## config.mk

```make
export PLATFORM = sky130hd
export DESIGN_NAME = if_ctrl_flat
export DESIGN_NICKNAME = d
export VERILOG_FILES = /design/src/rtl/cpu_pkg.sv /design/src/rtl/if_ctrl_if.sv /design/src/rtl/if_pc_reg.sv /design/src/rtl/if_ctrl.sv /design/src/flat_wrapper.sv
export SDC_FILE = /design/constraint.sdc
export NUM_CORES = 1
export LEC_CHECK = 0
export ABC_AREA = 1
export CELL_PAD_IN_SITES_DETAIL_PLACEMENT = 0
export CELL_PAD_IN_SITES_GLOBAL_PLACEMENT = 1
export CORE_UTILIZATION = 27
export DETAILED_ROUTE_END_ITERATION = 10
export HOLD_SLACK_MARGIN = 0.03
export MAX_ROUTING_LAYER = met4
export PLACE_DENSITY_LB_ADDON = 0.1
export REMOVE_ABC_BUFFERS = 1
export SLEW_MARGIN = 40
export SYNTH_ARGS = -nofsm -noshare
export SYNTH_HDL_FRONTEND = slang
export SYNTH_HIERARCHICAL = 1
export SYNTH_SLANG_ARGS = --single-unit
```

## constraint.sdc

```tcl
create_clock -name clk -period 1.65 [get_ports clk]
set_input_delay 0.33 -clock clk [delete_from_list [all_inputs] [get_ports clk]]
set_output_delay 0.33 -clock clk [all_outputs]
set_load 0.1 [all_outputs]
```

## src/rtl/cpu_pkg.sv

```systemverilog
// Shared CPU front-end definitions: reset/exception vectors and the fetch FSM state encoding.
package cpu_pkg;

    localparam logic [31:0] RESET_PC_DEFAULT = 32'hbfc00000;
    localparam logic [31:0] EXC_PC_DEFAULT   = 32'hbfc00380;

    typedef enum logic [1:0] {
        IDLE,
        REQ,
        WAIT,
        HOLD
    } if_state_t;

endpackage

```

## src/rtl/if_ctrl_if.sv

```systemverilog
// SRAM-like instruction bus: one request/address phase, one data phase, one outstanding transfer.
interface if_ctrl_if;

    logic        inst_req;
    logic [31:0] inst_addr;
    logic        inst_addr_ok;
    logic        inst_data_ok;
    logic [31:0] inst_rdata;

    modport master (
        output inst_req,
        output inst_addr,
        input  inst_addr_ok,
        input  inst_data_ok,
        input  inst_rdata
    );

    modport slave (
        input  inst_req,
        input  inst_addr,
        output inst_addr_ok,
        output inst_data_ok,
        output inst_rdata
    );

endinterface

```

## src/rtl/if_pc_reg.sv

```systemverilog
// Fetch PC register with load enable; synchronous reset to the boot vector.
module if_pc_reg
    import cpu_pkg::*;
#(
    parameter logic [31:0] RESET_PC = RESET_PC_DEFAULT
) (
    input  logic        clk,
    input  logic        rst,
    input  logic        ld_i,
    input  logic [31:0] pc_d_i,
    output logic [31:0] pc_q_o
);

    logic [31:0] pc_q;

    always_ff @(posedge clk) begin
        if (rst) begin
            pc_q <= RESET_PC;
        end else if (ld_i) begin
            pc_q <= pc_d_i;
        end
    end

    assign pc_q_o = pc_q;

endmodule

```

## src/rtl/if_ctrl.sv

```systemverilog
// Instruction-fetch sequencer: owns the PC, runs the one-outstanding instruction bus and hands
// instructions to decode. Optional misaligned-fetch detection under IF_CTRL_ADEL_CHECK_EN.
module if_ctrl
    import cpu_pkg::*;
#(
    parameter logic [31:0] RESET_PC = RESET_PC_DEFAULT,
    parameter logic [31:0] EXC_PC   = EXC_PC_DEFAULT
) (
    input  logic              clk,
    input  logic              rst,
    input  logic              stall,
    input  logic              exc_valid,
    input  logic              eret_valid,
    input  logic [31:0]       epc,
    input  logic              br_valid,
    input  logic [31:0]       br_target,
    if_ctrl_if.master         bus,
    output logic              out_valid,
    output logic [31:0]       out_pc,
    output logic [31:0]       out_inst,
    output logic              out_adel
);

    if_state_t   state_q, state_d;
    logic        cancel_q, cancel_d;
    logic [31:0] out_inst_q, out_inst_d;
    logic [31:0] out_pc_q, out_pc_d;
    logic [31:0] pc_q, pc_nxt;
    logic        pc_ld;
    logic        req;
    logic        redirect;
    logic [31:0] target;
`ifdef IF_CTRL_ADEL_CHECK_EN
    logic        out_adel_q, out_adel_d;
`endif

    assign redirect = exc_valid | eret_valid | br_valid;
    assign target   = exc_valid  ? EXC_PC :
                      eret_valid ? epc    : br_target;

    if_pc_reg #(.RESET_PC(RESET_PC)) u_pc (
        .clk    (clk),
        .rst    (rst),
        .ld_i   (pc_ld),
        .pc_d_i (pc_nxt),
        .pc_q_o (pc_q)
    );

    always_comb begin
        state_d    = state_q;
        cancel_d   = cancel_q;
        out_inst_d = out_inst_q;
        out_pc_d   = out_pc_q;
`ifdef IF_CTRL_ADEL_CHECK_EN
        out_adel_d = out_adel_q;
`endif
        pc_ld      = 1'b0;
        pc_nxt     = target;
        req        = 1'b0;
        unique case (state_q)
            IDLE: state_d = REQ;
            REQ: begin
`ifdef IF_CTRL_ADEL_CHECK_EN
                // Misaligned PC: report the fault as a delivered slot instead of fetching.
                if (pc_q[1:0] != 2'b00) begin
                    if (redirect) begin
                        pc_ld = 1'b1;
                    end else begin
                        state_d    = HOLD;
                        out_inst_d = '0;
                        out_pc_d   = pc_q;
                        out_adel_d = 1'b1;
                    end
                end else
`endif
                begin
                    req = 1'b1;
                    if (bus.inst_addr_ok) begin
                        state_d = WAIT;
                        if (redirect) begin
                            pc_ld    = 1'b1;
                            cancel_d = 1'b1;
                        end
                    end else if (redirect) begin
                        pc_ld = 1'b1;
                    end
                end
            end
            WAIT: begin
                if (bus.inst_data_ok) begin
                    if (cancel_q || redirect) begin
                        cancel_d = 1'b0;
                        pc_ld    = redirect;
                        state_d  = REQ;
                    end else begin
                        out_inst_d = bus.inst_rdata;
                        out_pc_d   = pc_q;
`ifdef IF_CTRL_ADEL_CHECK_EN
                        out_adel_d = 1'b0;
`endif
                        pc_ld      = 1'b1;
                        pc_nxt     = pc_q + 32'd4;
                        state_d    = HOLD;
                    end
                end else if (redirect) begin
                    pc_ld    = 1'b1;
                    cancel_d = 1'b1;
                end
            end
            HOLD: begin
                // A redirect drops the held instruction even while decode stalls.
                if (redirect) begin
                    pc_ld   = 1'b1;
                    state_d = REQ;
                end else if (!stall) begin
                    state_d = REQ;
                end
            end
        endcase
    end

    always_ff @(posedge clk) begin
        if (rst) begin
            state_q    <= IDLE;
            cancel_q   <= 1'b0;
            out_inst_q <= '0;
            out_pc_q   <= RESET_PC;
        end else begin
            state_q    <= state_d;
            cancel_q   <= cancel_d;
            out_inst_q <= out_inst_d;
            out_pc_q   <= out_pc_d;
        end
    end

`ifdef IF_CTRL_ADEL_CHECK_EN
    always_ff @(posedge clk) begin
        if (rst) begin
            out_adel_q <= 1'b0;
        end else begin
            out_adel_q <= out_adel_d;
        end
    end

    assign out_adel      = out_adel_q;
    assign bus.inst_addr = pc_q;
`else
    assign out_adel      = 1'b0;
    assign bus.inst_addr = {pc_q[31:2], 2'b00};
`endif

    assign bus.inst_req = req & ~rst;
    assign out_valid    = (state_q == HOLD) & ~rst;
    assign out_pc       = out_pc_q;
    assign out_inst     = out_inst_q;

endmodule

```

## src/flat_wrapper.sv

```systemverilog
// flat-port wrapper written by rule: the top's interface ports become plain ports
module if_ctrl_flat import cpu_pkg::*;
#(
    parameter logic [31:0] RESET_PC = RESET_PC_DEFAULT,
    parameter logic [31:0] EXC_PC   = EXC_PC_DEFAULT
)
  (clk, rst, stall, exc_valid, eret_valid, epc, br_valid, br_target, out_valid, out_pc, out_inst, out_adel, bus_inst_req, bus_inst_addr, bus_inst_addr_ok, bus_inst_data_ok, bus_inst_rdata);
  if_ctrl_if bus_i ();
  input  logic clk;
  input  logic rst;
  input  logic stall;
  input  logic exc_valid;
  input  logic eret_valid;
  input  logic [31:0] epc;
  input  logic br_valid;
  input  logic [31:0] br_target;
  output logic out_valid;
  output logic [31:0] out_pc;
  output logic [31:0] out_inst;
  output logic out_adel;
  output wire logic [$bits(bus_i.inst_req)-1:0] bus_inst_req;
  output wire logic [$bits(bus_i.inst_addr)-1:0] bus_inst_addr;
  input wire logic [$bits(bus_i.inst_addr_ok)-1:0] bus_inst_addr_ok;
  input wire logic [$bits(bus_i.inst_data_ok)-1:0] bus_inst_data_ok;
  input wire logic [$bits(bus_i.inst_rdata)-1:0] bus_inst_rdata;
  assign bus_inst_req = bus_i.inst_req;
  assign bus_inst_addr = bus_i.inst_addr;
  assign bus_i.inst_addr_ok = bus_inst_addr_ok;
  assign bus_i.inst_data_ok = bus_inst_data_ok;
  assign bus_i.inst_rdata = bus_inst_rdata;
  if_ctrl #(.RESET_PC(RESET_PC), .EXC_PC(EXC_PC)) u_core (.clk(clk), .rst(rst), .stall(stall), .exc_valid(exc_valid), .eret_valid(eret_valid), .epc(epc), .br_valid(br_valid), .br_target(br_target), .bus(bus_i), .out_valid(out_valid), .out_pc(out_pc), .out_inst(out_inst), .out_adel(out_adel));
endmodule
```

* Yosys cells after proc, flatten, opt, wreduce, memory -nomap -nowiden *
Index checks and enable logic that the tools add are counted.

operators by class
  add/subtract/negate cells = 1
  eq/ne operators = 7
  mux-type cells = 21
  bitwise logic cells = 6
  reductions and logical operators = 7

operator list
  cell                   number
  $mux 32                5
  $add 32x3->32 const B  1
  $mux 2                 5
  $reduce_and 3->1       3
  $mux 1                 8
  $pmux 2 s4             1
  $ne 3x2->1 const B     2
  $eq 2x2->1 const B     2
  $ne 2x2->1 const B     2
  $pmux 1 s2             2
  $and 1x1->1            2
  $eq 2x1->1 const B     1
  $logic_not 2->1        1
  $not 1->1              2
  $or 1x1->1             2
  $reduce_bool 2->1      1
  $reduce_or 2->1        1
  $logic_or 1x1->1       1

word-level totals
  register bits = 99
  input bits = 104
  output and inout port bits = 99
  word-level logic and storage cells = 47

* Depth between registers and ports, before layout *
  word-level depth = 6
  gate-level depth with buffers = 14

* Modules after synthesis *
Netlist, hierarchy kept.

by module, submodules not included
  module     times used  cells an instance  area an instance (µm²)
  if_ctrl    1           653                4097.7
  if_pc_reg  1           185                1268.7

* Worst setup path after synthesis *
No wires, ideal clock.

  path type = reg2reg
  from = reg u_core.u_pc.pc_q[3], in the netlist u_core/u_pc/pc_q_o[3]
  to = reg u_core.u_pc.pc_q[16], in the netlist u_core/u_pc/pc_q_o[16]
  setup time = 0.065 ns
  arrival time = 2.322 ns
  required time = 1.585 ns
  setup slack = -0.737 ns
  stages on the path, launching flop included = 13
  period minus slack after synthesis = 2.387 ns
  cell sequence = dfxtp_1 ha_1 inv_1 nor2_2 nand2_1 nor2_2 nand2_1 nor3b_1 nor2_1 inv_1 nand2_1 nand2_1 nor2_1

on the way
  word-level cells in the longest chain between the ends = 4

ends and longest elaborated chain
  element                      RTL line         RTL
  start: declaration           if_pc_reg.sv:14  logic [31:0] pc_q;
  start signal: assignment     if_pc_reg.sv:20  pc_q <= pc_d_i;
  $add 32x3->32                if_ctrl.sv:102   pc_nxt = pc_q + 32'd4;
  $mux 32                      if_ctrl.sv:91    if (cancel_q || redirect) begin
  $mux 32                      if_ctrl.sv:90    if (bus.inst_data_ok) begin
  $mux 32                      if_ctrl.sv:60    unique case (state_q)
  named net u_core.pc_nxt[16]  if_ctrl.sv:28    logic [31:0] pc_q, pc_nxt;

The timed path passes the listed nets, and every way through them passes these cells.
A chain may end at the register's enable or synchronous reset.

* Worst setup path after layout *
  from = reg u_core.state_q[1]
  to = out bus_inst_req

on the way
  word-level cells in the longest chain between the ends = 3

ends and longest elaborated chain
  element                   RTL line            RTL
  start: declaration        if_ctrl.sv:24       if_state_t state_q, state_d;
  start signal: assignment  if_ctrl.sv:129      state_q <= state_d;
  $eq 2x1->1                if_ctrl.sv:60
  $mux 1                    if_ctrl.sv:60
  $and 1x1->1               if_ctrl.sv:152      assign bus.inst_req = req & ~rst;
  end: declaration          flat_wrapper.sv:21  output wire logic [$bits(bus_i.inst_req)-1:0] bus_inst_req;

No other way between the ends.

==> flow_summary.toml <==
[cts]
hold_buffers = 0
cts_made_buffers = 9
clockRootBuffer = "clkbuf_16"
cts_max_level = 3
cts_tree = "built"
clock_sinks = 99
cts_buffer_depth = 2
clkLatencyLatePin_ns = 0.35
clkSlewWorstSetupHoldPaths_ns = 0.07

[die]
initial_utilization_pct = 27.6
die_w_microns = 143
num_rows = 51
die_area_sq_mm = 0.0204
die_h_microns = 143
io_pins = 203
core_area_sq_mm = 0.0195

[final_layout]
layout.cells.non_filler = 1401
seqCellArea_sq_mm = 0.00199
area_delta_synth_final_pct = 89.7
diodes = 0
postLayoutCellArea_sq_mm = 0.0102
drive_gt1_share_pct = 27.9
layout.nets = 1240
final_cell_mix = "nor2_1 (220), nand2_1 (166), buf_12 (110)"
fin_util_pct = 52.3
mostFrequentLayoutCell = "nor2_1"
n_fill_cell = 1853
multiInputGateArea_sq_mm = 0.00306

[power_and_ir_drop]
vdd_drop_max_mv = 0.530
p_total_mw = 8.10
power.leakage_nw = 4.35
power_density_mw_per_mm2 = 796

[run_status]
status = "complete, but fails checks"
violations = "negative setup slack"

[global_route]
grt_max_degree = 39
use_met3_pct = 3.72
grt_busiest_layer = "met2"
grtUsageTotal_pct = 19.5
grt_first_pass_wirelength_microns = 29800
antenna_found_initial = 0
use_met2_pct = 31.0
first_global_vias = 5731
grtUsageMet1_pct = 25.5
grt-ovfl-total = 0

[routing]
drt-wirelength-per-cell_microns = 14.1
drt_iter0_markers = 235
wirelength_microns = 19800
vias = 6136
routed_via_density = 4.38
firstDrtPassIters = 4
route.detailed.drc = 0
antenna_left = 0

[sta]
final.min_clock_period_ns = 1.75
finClkSkew_ns = 0.00828
rsz0062_at_grt = "true"
holdWs_ns = 0.475
hold_viol = 0
layout_setup_ws_ns = -0.100
finalMaxSlewViolations = 0
fmax_mhz = 571
finalCritPeriodShare_pct = 106
tns_ns = -0.159
setup_violations = 3

[setup_path]
crit_type = "reg2out"
cp-end-kind = "output port"
slowest_delay_ns = 0.35
critPathBufInv = 5
critPathTopFamily = "buffers and inverters"
r2r_setup_slack_ns = 0
crit_arrival_ns = 1.42
crit_chain = "buf_6, inv_4, ha_4, buf_6, inv_4, nor2_4, buf_12"
worst_ep_required_time_ns = 1.32
r2r-end = "u_core/u_pc/pc_q_o[11]"
start_kind = "flip-flop"
cp.depth = 7
path_max_fanout = 2
endpoint = "bus_inst_req"
r2r_start = "u_core/state_q[0]"
cpMaxStageDelayCell = "dfxtp_2"
r2r_cells = 13
critPathLaunch = "u_core/state_q[1]"

[yosys]
synthCells = 838
synth_area_sq_mm = 0.00537
async_reset_ff_share_pct = 0
avgSynthCellArea_sq_um = 6.40
yosys_most_used_dff = "dfxtp_1"
ys_seq_elements = 99
synth_top_area_share_pct = 36.9
ys_warn_count = 6
synth.distinct_cells = 37
synth_largest_area_cell = "dfxtp_1"
yosysSeqAreaShare_pct = 36.9
synthTopCellsByArea = "dfxtp_1 (37%), nor2_1 (16%), nand2_1 (13%)"
synth_edf_count = 0

[place]
dp_hpwl_microns = 14200
place_inst = 1362
place_ws_ns = -0.475
routabilityCongestion = 0.784
post_dp_cell_area_sq_mm = 0.00930
portBuffers = 199

[run]
maxCapViolCount = 0

[min_path]
hold_class = "reg2reg"
==> kinds of logic (layout without fill, tap and decap cells) <==
logic type / count (synthesis) / count (layout) / share of synthesized area (%)
and+or+nand+nor: 497 / 497 / 38.1
buffers and inverters: 110 / 406 / 10.1
AOI/OAI and AO/OA: 116 / 116 / 12.0
other: 1 / 3 / 0.0699
DFF: 99 / 99 / 36.9
xor gates and xnor gates: 10 / 10 / 1.63
adders and majority gates: 5 / 5 / 1.17
==> per-layer routing <==
metal,vias up,routed length [microns]
li1,3233,-
met5,-,0
met4,0,138
met2,154,9060
met3,7,1140
met1,2742,9440
==> registers in the layout, summed over array words and instances, names as in the netlist <==
signal              cells
u_core/out_inst        32
u_core/out_pc          32
u_core/u_pc/pc_q_o     32
u_core/state_q          2
u_core/cancel_q         1
==> how the worst min path moves through the flow <==
stage	startpoint	endpoint	cells past startpoint
after global routing	u_core/out_pc[25]	u_core/out_pc[25]	2
after detailed placement	u_core/u_pc/pc_q_o[1]	u_core/u_pc/pc_q_o[1]	2
after CTS	u_core/u_pc/pc_q_o[1]	u_core/u_pc/pc_q_o[1]	2
after global placement	u_core/u_pc/pc_q_o[1]	u_core/u_pc/pc_q_o[1]	2
final	u_core/u_pc/pc_q_o[1]	u_core/u_pc/pc_q_o[1]	2
after floorplan	rst	u_core/cancel_q	1
==> Yosys cell counts (4+ instances only) <==
cell type,instances
nand3_1,51
o21ai_0,67
buf_2,11
xnor2_1,6
buf_6,13
nor2_1,228
nand2_1,183
nand4_1,5
dfxtp_1,99
a21oi_1,24
ha_1,5
xor2_1,4
inv_1,57
o21ai_1,6
nor2_2,4
clkbuf_1,20
nor2_4,5
o31ai_1,6
buf_4,5
nor3_1,10
==> layout make-up <==
class	count	area share, %
well taps	265	3.26
multi-input cells	631	30.1
flip-flops and latches	99	19.6
inverters	61	2.34
clock buffers	10	2.35
clock inverters	6	0.614
repair buffers	329	41.8
==> worst register-to-register path, stage by stage, from the launching register on <==
cell and delay (ns):
dfxtp_2 0.33, inv_2 0.07, ha_4 0.16, nand2_4 0.06, buf_6 0.12, nor2_4 0.19
buf_12 0.16, buf_12 0.12, nor2_1 0.04, a21oi_1 0.11, inv_1 0.05, nand2_1 0.06
nand2_1 0.04, nor2_1 0.08
==> where the power goes <==
part           total (mW)  switching (mW)  internal (mW)
clock network        2.25            1.03           1.22
logic                3.18            1.86           1.32
registers            2.67           0.131           2.54
==> repair_timing <==
| action | in CTS | in global routing |
|---|---|---|
| setup endpoints to repair | 61 | 89 |
| pin swaps | 5 | 16 |
| gates resized for setup | 27 | 74 |
| hold endpoints to repair | 0 | 0 |
| buffers inserted | 6 | 13 |
| cloned | 0 | 4 |
Power figures use the tool's default switching activity.
